$ cat src/rtl/ex_stage.sv
// Execute stage: operand forwarding, ALUSrc mux, ALU, iterative shift-add MUL, EX/MEM register.
// Optional macro EX_MUL_EN adds the multi-cycle MUL unit and its upstream stall.
module ex_stage #(
    parameter int XLEN = 32
) (
    input  logic            clk_i,
    input  logic            rst_i,
    input  logic            valid_i,
    input  logic [1:0]      WB_i,
    input  logic            MEM_i,
    input  logic            ALUSrc_i,
    input  logic [1:0]      ALUOp_i,
    input  logic [9:0]      funct_i,
    input  logic [XLEN-1:0] RS1_i,
    input  logic [XLEN-1:0] RS2_i,
    input  logic [XLEN-1:0] IMM_i,
    input  logic [4:0]      RS1addr_i,
    input  logic [4:0]      RS2addr_i,
    input  logic [4:0]      RDaddr_i,
    input  logic            EXMEM_RegWrite_i,
    input  logic            MEMWB_RegWrite_i,
    input  logic [4:0]      EXMEM_RDaddr_i,
    input  logic [4:0]      MEMWB_RDaddr_i,
    input  logic [XLEN-1:0] EXMEM_data_i,
    input  logic [XLEN-1:0] MEMWB_data_i,
    output logic            stall_o,
    output logic            valid_o,
    output logic [1:0]      WB_o,
    output logic            MEM_o,
    output logic [XLEN-1:0] ALUResult_o,
    output logic [XLEN-1:0] RS2data_o,
    output logic [4:0]      RDaddr_o
);

    logic [XLEN-1:0] op_a, fwd_b, op_b, alu_res;
    logic            take_alu;

    // The younger producer (EX/MEM) wins when both stages target the same register.
    always_comb begin
        // NOTE: every always_comb output gets a default first so no path can infer a latch.
        op_a  = RS1_i;
        fwd_b = RS2_i;
        if (MEMWB_RegWrite_i && MEMWB_RDaddr_i != 5'd0 && MEMWB_RDaddr_i == RS1addr_i) op_a  = MEMWB_data_i;
        if (EXMEM_RegWrite_i && EXMEM_RDaddr_i != 5'd0 && EXMEM_RDaddr_i == RS1addr_i) op_a  = EXMEM_data_i;
        if (MEMWB_RegWrite_i && MEMWB_RDaddr_i != 5'd0 && MEMWB_RDaddr_i == RS2addr_i) fwd_b = MEMWB_data_i;
        if (EXMEM_RegWrite_i && EXMEM_RDaddr_i != 5'd0 && EXMEM_RDaddr_i == RS2addr_i) fwd_b = EXMEM_data_i;
    end

    assign op_b = ALUSrc_i ? IMM_i : fwd_b;

`ifdef EX_MUL_EN
    logic is_mul;
`endif

    always_comb begin
        alu_res = '0;
`ifdef EX_MUL_EN
        is_mul  = 1'b0;
`endif
        case (ALUOp_i)
            2'b00: alu_res = op_a + op_b;
            2'b01: alu_res = op_a - op_b;
            2'b10: begin
                case (funct_i)
                    10'b0000000_000: alu_res = op_a + op_b;
                    10'b0100000_000: alu_res = op_a - op_b;
                    10'b0000000_111: alu_res = op_a & op_b;
                    10'b0000000_110: alu_res = op_a | op_b;
                    10'b0000000_100: alu_res = op_a ^ op_b;
                    10'b0000000_001: alu_res = op_a << op_b[4:0];
`ifdef EX_MUL_EN
                    10'b0000001_000: is_mul = 1'b1;
`endif
                    default:         alu_res = '0;
                endcase
            end
            default: begin
                case (funct_i[2:0])
                    3'b000:  alu_res = op_a + op_b;
                    3'b111:  alu_res = op_a & op_b;
                    3'b110:  alu_res = op_a | op_b;
                    3'b101:  if (funct_i[9:3] == 7'b0100000) alu_res = $signed(op_a) >>> IMM_i[4:0];
                    default: alu_res = '0;
                endcase
            end
        endcase
    end

`ifdef EX_MUL_EN
    localparam int CNT_W = $clog2(XLEN);

    typedef enum logic [1:0] {S_IDLE, S_BUSY, S_DONE} mul_state_e;

    mul_state_e      state_q, state_d;
    logic [XLEN-1:0] mul_a_q, mul_b_q, acc_q, rs2_q;
    logic [CNT_W-1:0] cnt_q;
    logic [1:0]      wb_q;
    logic            mem_q;
    logic [4:0]      rd_q;
    logic            mul_start, mul_busy, mul_done;

    always_ff @(posedge clk_i or posedge rst_i) begin
        if (rst_i) state_q <= S_IDLE;
        else       state_q <= state_d;
    end

    always_comb begin
        state_d = state_q;
        case (state_q)
            S_IDLE:  if (valid_i && is_mul) state_d = S_BUSY;
            S_BUSY:  if (cnt_q == CNT_W'(XLEN-1)) state_d = S_DONE;
            default: state_d = S_IDLE;
        endcase
    end

    always_comb begin
        mul_start = (state_q == S_IDLE) && valid_i && is_mul;
        mul_busy  = (state_q == S_BUSY);
        mul_done  = (state_q == S_DONE);
        stall_o   = (mul_start || mul_busy) && !rst_i;
    end

    // Operands and control are captured at start so draining forwarding sources cannot disturb the product.
    always_ff @(posedge clk_i or posedge rst_i) begin
        // NOTE: sequential state uses non-blocking assignment so every register samples pre-edge values.
        if (rst_i) begin
            mul_a_q <= '0;
            mul_b_q <= '0;
            acc_q   <= '0;
            rs2_q   <= '0;
            cnt_q   <= '0;
            wb_q    <= '0;
            mem_q   <= 1'b0;
            rd_q    <= '0;
        end else if (mul_start) begin
            mul_a_q <= op_a;
            mul_b_q <= op_b;
            acc_q   <= '0;
            rs2_q   <= fwd_b;
            cnt_q   <= '0;
            wb_q    <= WB_i;
            mem_q   <= MEM_i;
            rd_q    <= RDaddr_i;
        end else if (mul_busy) begin
            acc_q   <= acc_q + (mul_b_q[0] ? mul_a_q : '0);
            mul_a_q <= mul_a_q << 1;
            mul_b_q <= mul_b_q >> 1;
            cnt_q   <= cnt_q + CNT_W'(1);
        end
    end

    assign take_alu = valid_i && !mul_start && !mul_busy && !mul_done;
`else
    assign stall_o  = 1'b0;
    assign take_alu = valid_i;
`endif

    logic            valid_d, mem_d;
    logic [1:0]      wb_d;
    logic [XLEN-1:0] res_d, rs2_d;
    logic [4:0]      rd_d;

    // Anything not explicitly selected below registers as a bubble.
    always_comb begin
        valid_d = 1'b0;
        wb_d    = '0;
        mem_d   = 1'b0;
        res_d   = '0;
        rs2_d   = '0;
        rd_d    = '0;
        if (take_alu) begin
            valid_d = 1'b1;
            wb_d    = WB_i;
            mem_d   = MEM_i;
            res_d   = alu_res;
            rs2_d   = fwd_b;
            rd_d    = RDaddr_i;
        end
`ifdef EX_MUL_EN
        if (mul_done) begin
            valid_d = 1'b1;
            wb_d    = wb_q;
            mem_d   = mem_q;
            res_d   = acc_q;
            rs2_d   = rs2_q;
            rd_d    = rd_q;
        end
`endif
    end

    always_ff @(posedge clk_i or posedge rst_i) begin
        if (rst_i) begin
            valid_o     <= 1'b0;
            WB_o        <= '0;
            MEM_o       <= 1'b0;
            ALUResult_o <= '0;
            RS2data_o   <= '0;
            RDaddr_o    <= '0;
        end else begin
            valid_o     <= valid_d;
            WB_o        <= wb_d;
            MEM_o       <= mem_d;
            ALUResult_o <= res_d;
            RS2data_o   <= rs2_d;
            RDaddr_o    <= rd_d;
        end
    end

endmodule

$ cat config.mk
export PLATFORM = sky130hd
export DESIGN_NAME = ex_stage
export DESIGN_NICKNAME = d
export VERILOG_FILES = /design/src/rtl/ex_stage.sv
export SDC_FILE = /design/constraint.sdc
export NUM_CORES = 1
export LEC_CHECK = 0
export CAP_MARGIN = 20
export CELL_PAD_IN_SITES_DETAIL_PLACEMENT = 1
export CELL_PAD_IN_SITES_GLOBAL_PLACEMENT = 1
export CORE_ASPECT_RATIO = 1.5
export CORE_MARGIN = 8
export CORE_UTILIZATION = 35
export CTS_CLUSTER_DIAMETER = 80
export CTS_CLUSTER_SIZE = 25
export DETAILED_ROUTE_END_ITERATION = 10
export HOLD_SLACK_MARGIN = 0.06
export PLACE_DENSITY = 0.76
export SYNTH_ARGS = -nofsm -noshare
export SYNTH_HDL_FRONTEND = slang
export SYNTH_SLANG_ARGS = --single-unit
$ cat constraint.sdc
create_clock -name clk_i -period 3 [get_ports clk_i]
set_input_delay 0.6 -clock clk_i [delete_from_list [all_inputs] [get_ports clk_i]]
set_output_delay 0.6 -clock clk_i [all_outputs]
set_load 0.02 [all_outputs]
==> flow_summary.toml, run 1 <==
[run_status]
status = "stopped before the end"
haltStage = "5_1_grt"
stop_error = "[ERROR GRT-0232] Routing congestion too high. Check the congestion heatmap in the GUI."

[synth]
synthCells = 2117
synth_top_area_share_pct = 12.2
synth_area_leaders = "dfrtp_1 (12%), mux2i_1 (8.6%), ha_1 (8.1%)"
yosysMostFrequentCell = "nand2_1"
yosysUniqueCellTypes = 106
synth_edf_count = 0
synth_flop_cell = "dfrtp_1"
synth-seq-cells = 73
yosysWarnings = 0
netlist_area_mm2 = 0.0149
syn-num-nets = 2421
ys_async_sr_fraction_pct = 100
synth_common_cells = "nand2_1 (254), o21ai_0 (197), a21oi_1 (173), nor2_1 (131), mux2i_1 (129)"
synth_area_per_cell_um2 = 7.05
synth-seq-area-share_pct = 12.2
synth_top_area_cell = "dfrtp_1"

[clock_network]
root_buffer = "clkbuf_16"
clockBufferDepth = 2
ctsHtreeMaxLevel = 3
cts_sinks = 73
cts_buffers = 9

[global_route]
grt.total_usage_pct = 69.1
grt_max_degree = 51
grt_remaining_overflow = 196

[floorplan]
row_count = 92
initial_utilization_pct = 35.4
fp.dieW_um = 185
die_h_um = 269
ios = 280

[placement]
place_congestion = 1.13
place_hpwl_mm = 93.1
numPortBuffers = 278

[sta]
worst_endpoint = "ALUResult_o[29]$_DFF_PP0_/D"
endpoint_type = "register data pin"
cell families after synthesis:
family / synth area share [%]
buffers and inverters: 8.29
and+or+nand+nor: 20.1
AOI/OAI and AO/OA: 33.5
DFF: 12.2
xor gates and xnor gates: 4.87
other: 0.0251
adders and majority gates: 8.26
muxes: 12.8
stage by stage:
stage / worst slack, ps / hold slack [ps] / area, um2 / cells / utilization, %
after CTS: -1790 / 503 / 26100 / 3630 / 61.9
after detailed placement: -3220 / 925 / 24000 / 3538 / 56.9
after global placement: -3040 / 909 / 24000 / 3538 / 56.9
after floorplan: -1840 / 631 / 15600 / 2117 / -
what timing repair did:
action,in CTS
cloned,3
hold buffers,0
gates resized for setup,321
endpoints found under the setup margin,32
buffers inserted,75
pin swaps,104
layer usage:
layer	track usage, %	GRT overflow
met5	12.4	0
met4	73.8	80
met3	53.2	5
met2	89.0	111
met1	65.4	0
==> run 2, diff against run 1 <==
CELL_PAD_IN_SITES_DETAIL_PLACEMENT = unset   (was 1)
CELL_PAD_IN_SITES_GLOBAL_PLACEMENT = unset   (was 1)
CORE_ASPECT_RATIO = unset   (was 1.5)
CORE_UTILIZATION = 20   (was 35)
CTS_CLUSTER_DIAMETER = unset   (was 80)
CTS_CLUSTER_SIZE = unset   (was 25)
HOLD_SLACK_MARGIN = unset   (was 0.06)
PLACE_DENSITY = unset   (was 0.76)
PLACE_DENSITY_LB_ADDON = 0.15   (was unset)
==> flow_summary.toml, run 2 <==
[run_status]
status = "complete, but fails checks"
failed_checks = "negative setup slack"

[synth]
synth_common_cells = "nand2_1 (254), o21ai_0 (197), a21oi_1 (173), nor2_1 (131), mux2i_1 (129)"
synth_area_leaders = "dfrtp_1 (12%), mux2i_1 (8.6%), ha_1 (8.1%)"
yosysUniqueCellTypes = 106
synth_top_area_share_pct = 12.2
synth_area_per_cell_um2 = 7.05
yosysWarnings = 0
syn-num-nets = 2421
synth_edf_count = 0
synth_top_area_cell = "dfrtp_1"
synthCells = 2117
ys_async_sr_fraction_pct = 100
synth_flop_cell = "dfrtp_1"
netlist_area_mm2 = 0.0149
synth-seq-area-share_pct = 12.2
yosysMostFrequentCell = "nand2_1"
synth-seq-cells = 73

[sta]
timing_hold_violations_final = 0
finalWorstPathRequiredPeriod_ps = 4940
finalSetupTns_ps = -51500
tightest_slew_ps = 917
rsz0062_at_grt = "yes"
fmax_mhz = 202
setup_viol = 32
max_slew_margin_pct = 38.2
hold_slack_ps = 524
period_share_pct = 165
drv_slew = 0
layout_setup_ws_ps = -1940

[global_route]
grt_pass1_wl_mm = 172
grt_remaining_overflow = 0
grt_pass1_vias = 22653
grt_max_degree = 49
grt.total_usage_pct = 28.7
antenna_found_initial = 12

[setup_path]
cpPeakStageDelay_ps = 580
slowest_stage = "or4_4"
crit_top_cell = "buf_6"
crit_fanout = 5
crit_path_end_kind = "flop"
setup.worst_path.start_class = "input port"
critPathKind = "in -> reg"
crit_start = "MEMWB_RDaddr_i[3]"
critPathRequiredTime_ps = 3290
arrival_ps = 5230

[worst_hold_path]
hp-class = "in -> async"

[run]
drv_cap = 0

[clock_network]
ctsHtreeMaxLevel = 3
cts_buffers = 9
holdBufCountCts = 0
cts.clk_slew.worst_paths_ps = 90
cts_sinks = 73
clockBufferDepth = 2
root_buffer = "clkbuf_16"
cts_tree = "built"

[placement]
numPortBuffers = 278
dp_slack_ps = -3450
dpl.cell_count = 4035
dpl_cell_area_mm2 = 0.0251
place_hpwl_mm = 103
place_congestion = 0.977

[pwr]
switchingPower_mw = 4.70
ir_worst_vdd_uv = 257
combPwrFrac_pct = 75.5
power.density_mw_per_mm2 = 338
fin_total_pwr_mw = 10.0
p_leak_nw = 12.5
internal_power_mw = 5.31
power_frac_clock_pct = 13.3
pwr-share-seq_pct = 11.2
p_sw_share_pct = 46.9

[layout]
drive_gt1_share_pct = 46.0
largest_registers = "ALUResult_o x32, RS2data_o x32, RDaddr_o x5"
nNetsFinal = 3503
final_util_pct = 39.9
stdcell_count = 4176
final_common_cell = "buf_4"
num-fill-cells = 7578
layout_common_cells = "buf_4 (819), clkdlybuf4s50_1 (252), nand2_1 (227), o21ai_0 (125), a21oi_1 (122)"
area_delta_synth_final_pct = 98.2
finalInstanceArea_mm2 = 0.0296

[floorplan]
initial_utilization_pct = 20.1
die_h_um = 289
fp.dieArea_mm2 = 0.0837
fp.dieW_um = 289
ios = 280
coreArea_mm2 = 0.0742
row_count = 100

[route]
vias = 22331
drc = 0
wl_per_cell_um = 29.7
wirelength_mm = 124
ant_nets = 0
drtIter0Drc = 2014
drtPass1Iterations = 6
drt-vias-per-instance = 5.35
## run 2: cell counts after synthesis
Identical to the previous run, type by type.
## run 2: what timing repair did
| action | in CTS | in global routing |
|---|---|---|
| resized for setup | 516 | 213 |
| setup endpoints to repair | 35 | 32 |
| setup buffers | 100 | 52 |
| gates cloned | 4 | 0 |
| pin swaps | 195 | 160 |
## run 2: final timing paths
path / endpoint / slack [ps] / cells past startpoint
max: ALUResult_o[21] / -1940 / 25
min: ALUResult_o[27] / 520 / 3
max in group asynchronous: RS2data_o[30] / 1900 / 3
min in group clk_i: ALUResult_o[15] / 660 / 2
## run 2: power groups by stage
stage          registers [mW]  clock network (mW)  logic [mW]
2_1_floorplan            1.22                   0        2.57
3_3_place_gp             1.14                   0        6.07
3_5_place_dp             1.14                   0        6.05
4_1_cts                  1.12                1.37        6.92
5_1_grt                  1.13                1.38        7.86
6_report                 1.12                1.33        7.56
## run 2: layer usage
layer,up-vias,wire (um),GRT usage [%]
met5,-,72,0
met4,10,5380,10.8
met3,221,8740,5.08
met2,1048,57700,47.7
met1,11070,52300,36.7
li1,9982,-,-
## run 2: cell families (layout without fill, tap and decap cells)
family | after synthesis | count (layout) | share of synthesized area (%)
AO/OA/AOI/OAI | 755 | 755 | 33.5
adder cells (fa/ha/maj) | 98 | 98 | 8.26
other | 1 | 4 | 0.0251
AND/OR/NAND/NOR | 643 | 643 | 20.1
buffers and inverters | 299 | 1386 | 8.29
multiplexers | 165 | 165 | 12.8
XOR/XNOR | 83 | 83 | 4.87
flip-flops | 73 | 73 | 12.2
## run 2: layout make-up
cell class | instances | area (um2) | area share, %
multi-input cells | 1745 | 14900 | 50.3
repair buffers | 1239 | 10800 | 36.6
flip-flops and latches | 73 | 1830 | 6.17
well taps | 969 | 1210 | 4.09
inverters | 131 | 522 | 1.76
clock buffers | 9 | 225 | 0.761
clock inverters | 7 | 86.3 | 0.292
diodes | 3 | 7.51 | 0.0254
## run 2: worst max-delay path: cells and delay by family
family / cells / cell delay [ps]
compound gates: 12 / 2300
buf+inv: 8 / 1110
simple gates: 3 / 750
mux: 1 / 230
fa+ha+maj: 1 / 210
Note: power is estimated with default switching activity, not from simulation.
==> run 3, diff against run 2 <==
CORE_UTILIZATION = 55   (was 20)
==> flow_summary.toml, run 3 <==
[run_status]
status = "stopped before the end"
haltStage = "5_1_grt"
stop_error = "[ERROR GRT-0116] Global routing finished with congestion. Check the congestion regions in the DRC Viewer."

[synth]
yosysMostFrequentCell = "nand2_1"
netlist_area_mm2 = 0.0149
synth-seq-cells = 73
synth_area_leaders = "dfrtp_1 (12%), mux2i_1 (8.6%), ha_1 (8.1%)"
synth_area_per_cell_um2 = 7.05
synth_edf_count = 0
yosysUniqueCellTypes = 106
syn-num-nets = 2421
ys_async_sr_fraction_pct = 100
synth-seq-area-share_pct = 12.2
yosysWarnings = 0
synthCells = 2117
synth_top_area_cell = "dfrtp_1"
synth_common_cells = "nand2_1 (254), o21ai_0 (197), a21oi_1 (173), nor2_1 (131), mux2i_1 (129)"
synth_top_area_share_pct = 12.2
synth_flop_cell = "dfrtp_1"

[placement]
place_congestion = 1.31
dpl.cell_count = 3254
dpl_cell_area_mm2 = 0.0231
numPortBuffers = 278
place_hpwl_mm = 73.2

[clock_network]
cts_buffers = 9
holdBufCountCts = 0
cts_sinks = 73
root_buffer = "clkbuf_16"
clockBufferDepth = 2
ctsHtreeMaxLevel = 3

[global_route]
grt_max_degree = 51
grt_pass1_wl_mm = 243
grt.total_usage_pct = 94.7
grt_pass1_vias = 34382
grt_remaining_overflow = 1735

[floorplan]
row_count = 60
ios = 280
fp.dieW_um = 181
initial_utilization_pct = 55.7
die_h_um = 181
-- run 3: cell counts after synthesis --
No cell type changed its count.
-- run 3: stage by stage --
stage | hold WS (ps) | setup TNS, ps | setup slack (ps) | utilization [%]
after global placement | 977 | -75110 | -2680 | 86.4
after floorplan | 631 | -44440 | -1840 | -
after detailed placement | 987 | -84090 | -2990 | 86.4
after CTS | 605 | -46420 | -1840 | 96.5
-- run 3: cell families after synthesis --
| family | synth area share, % |
|---|---|
| compound gates | 33.5 |
| xor+xnor | 4.87 |
| fa+ha+maj | 8.26 |
| buf+inv | 8.29 |
| flops | 12.2 |
| mux | 12.8 |
| other cells | 0.0251 |
| simple gates | 20.1 |
-- run 3: per-layer routing --
| metal | global-route usage (%) | overflow |
|---|---|---|
| met1 | 87.8 | 105 |
| met2 | 111 | 1077 |
| met3 | 84.5 | 83 |
| met4 | 102 | 455 |
| met5 | 64.4 | 15 |
-- run 3: what timing repair did --
action | CTS
cloned | 3
gates resized for setup | 418
setup endpoints to repair | 32
pin swaps | 201
buffers inserted | 99
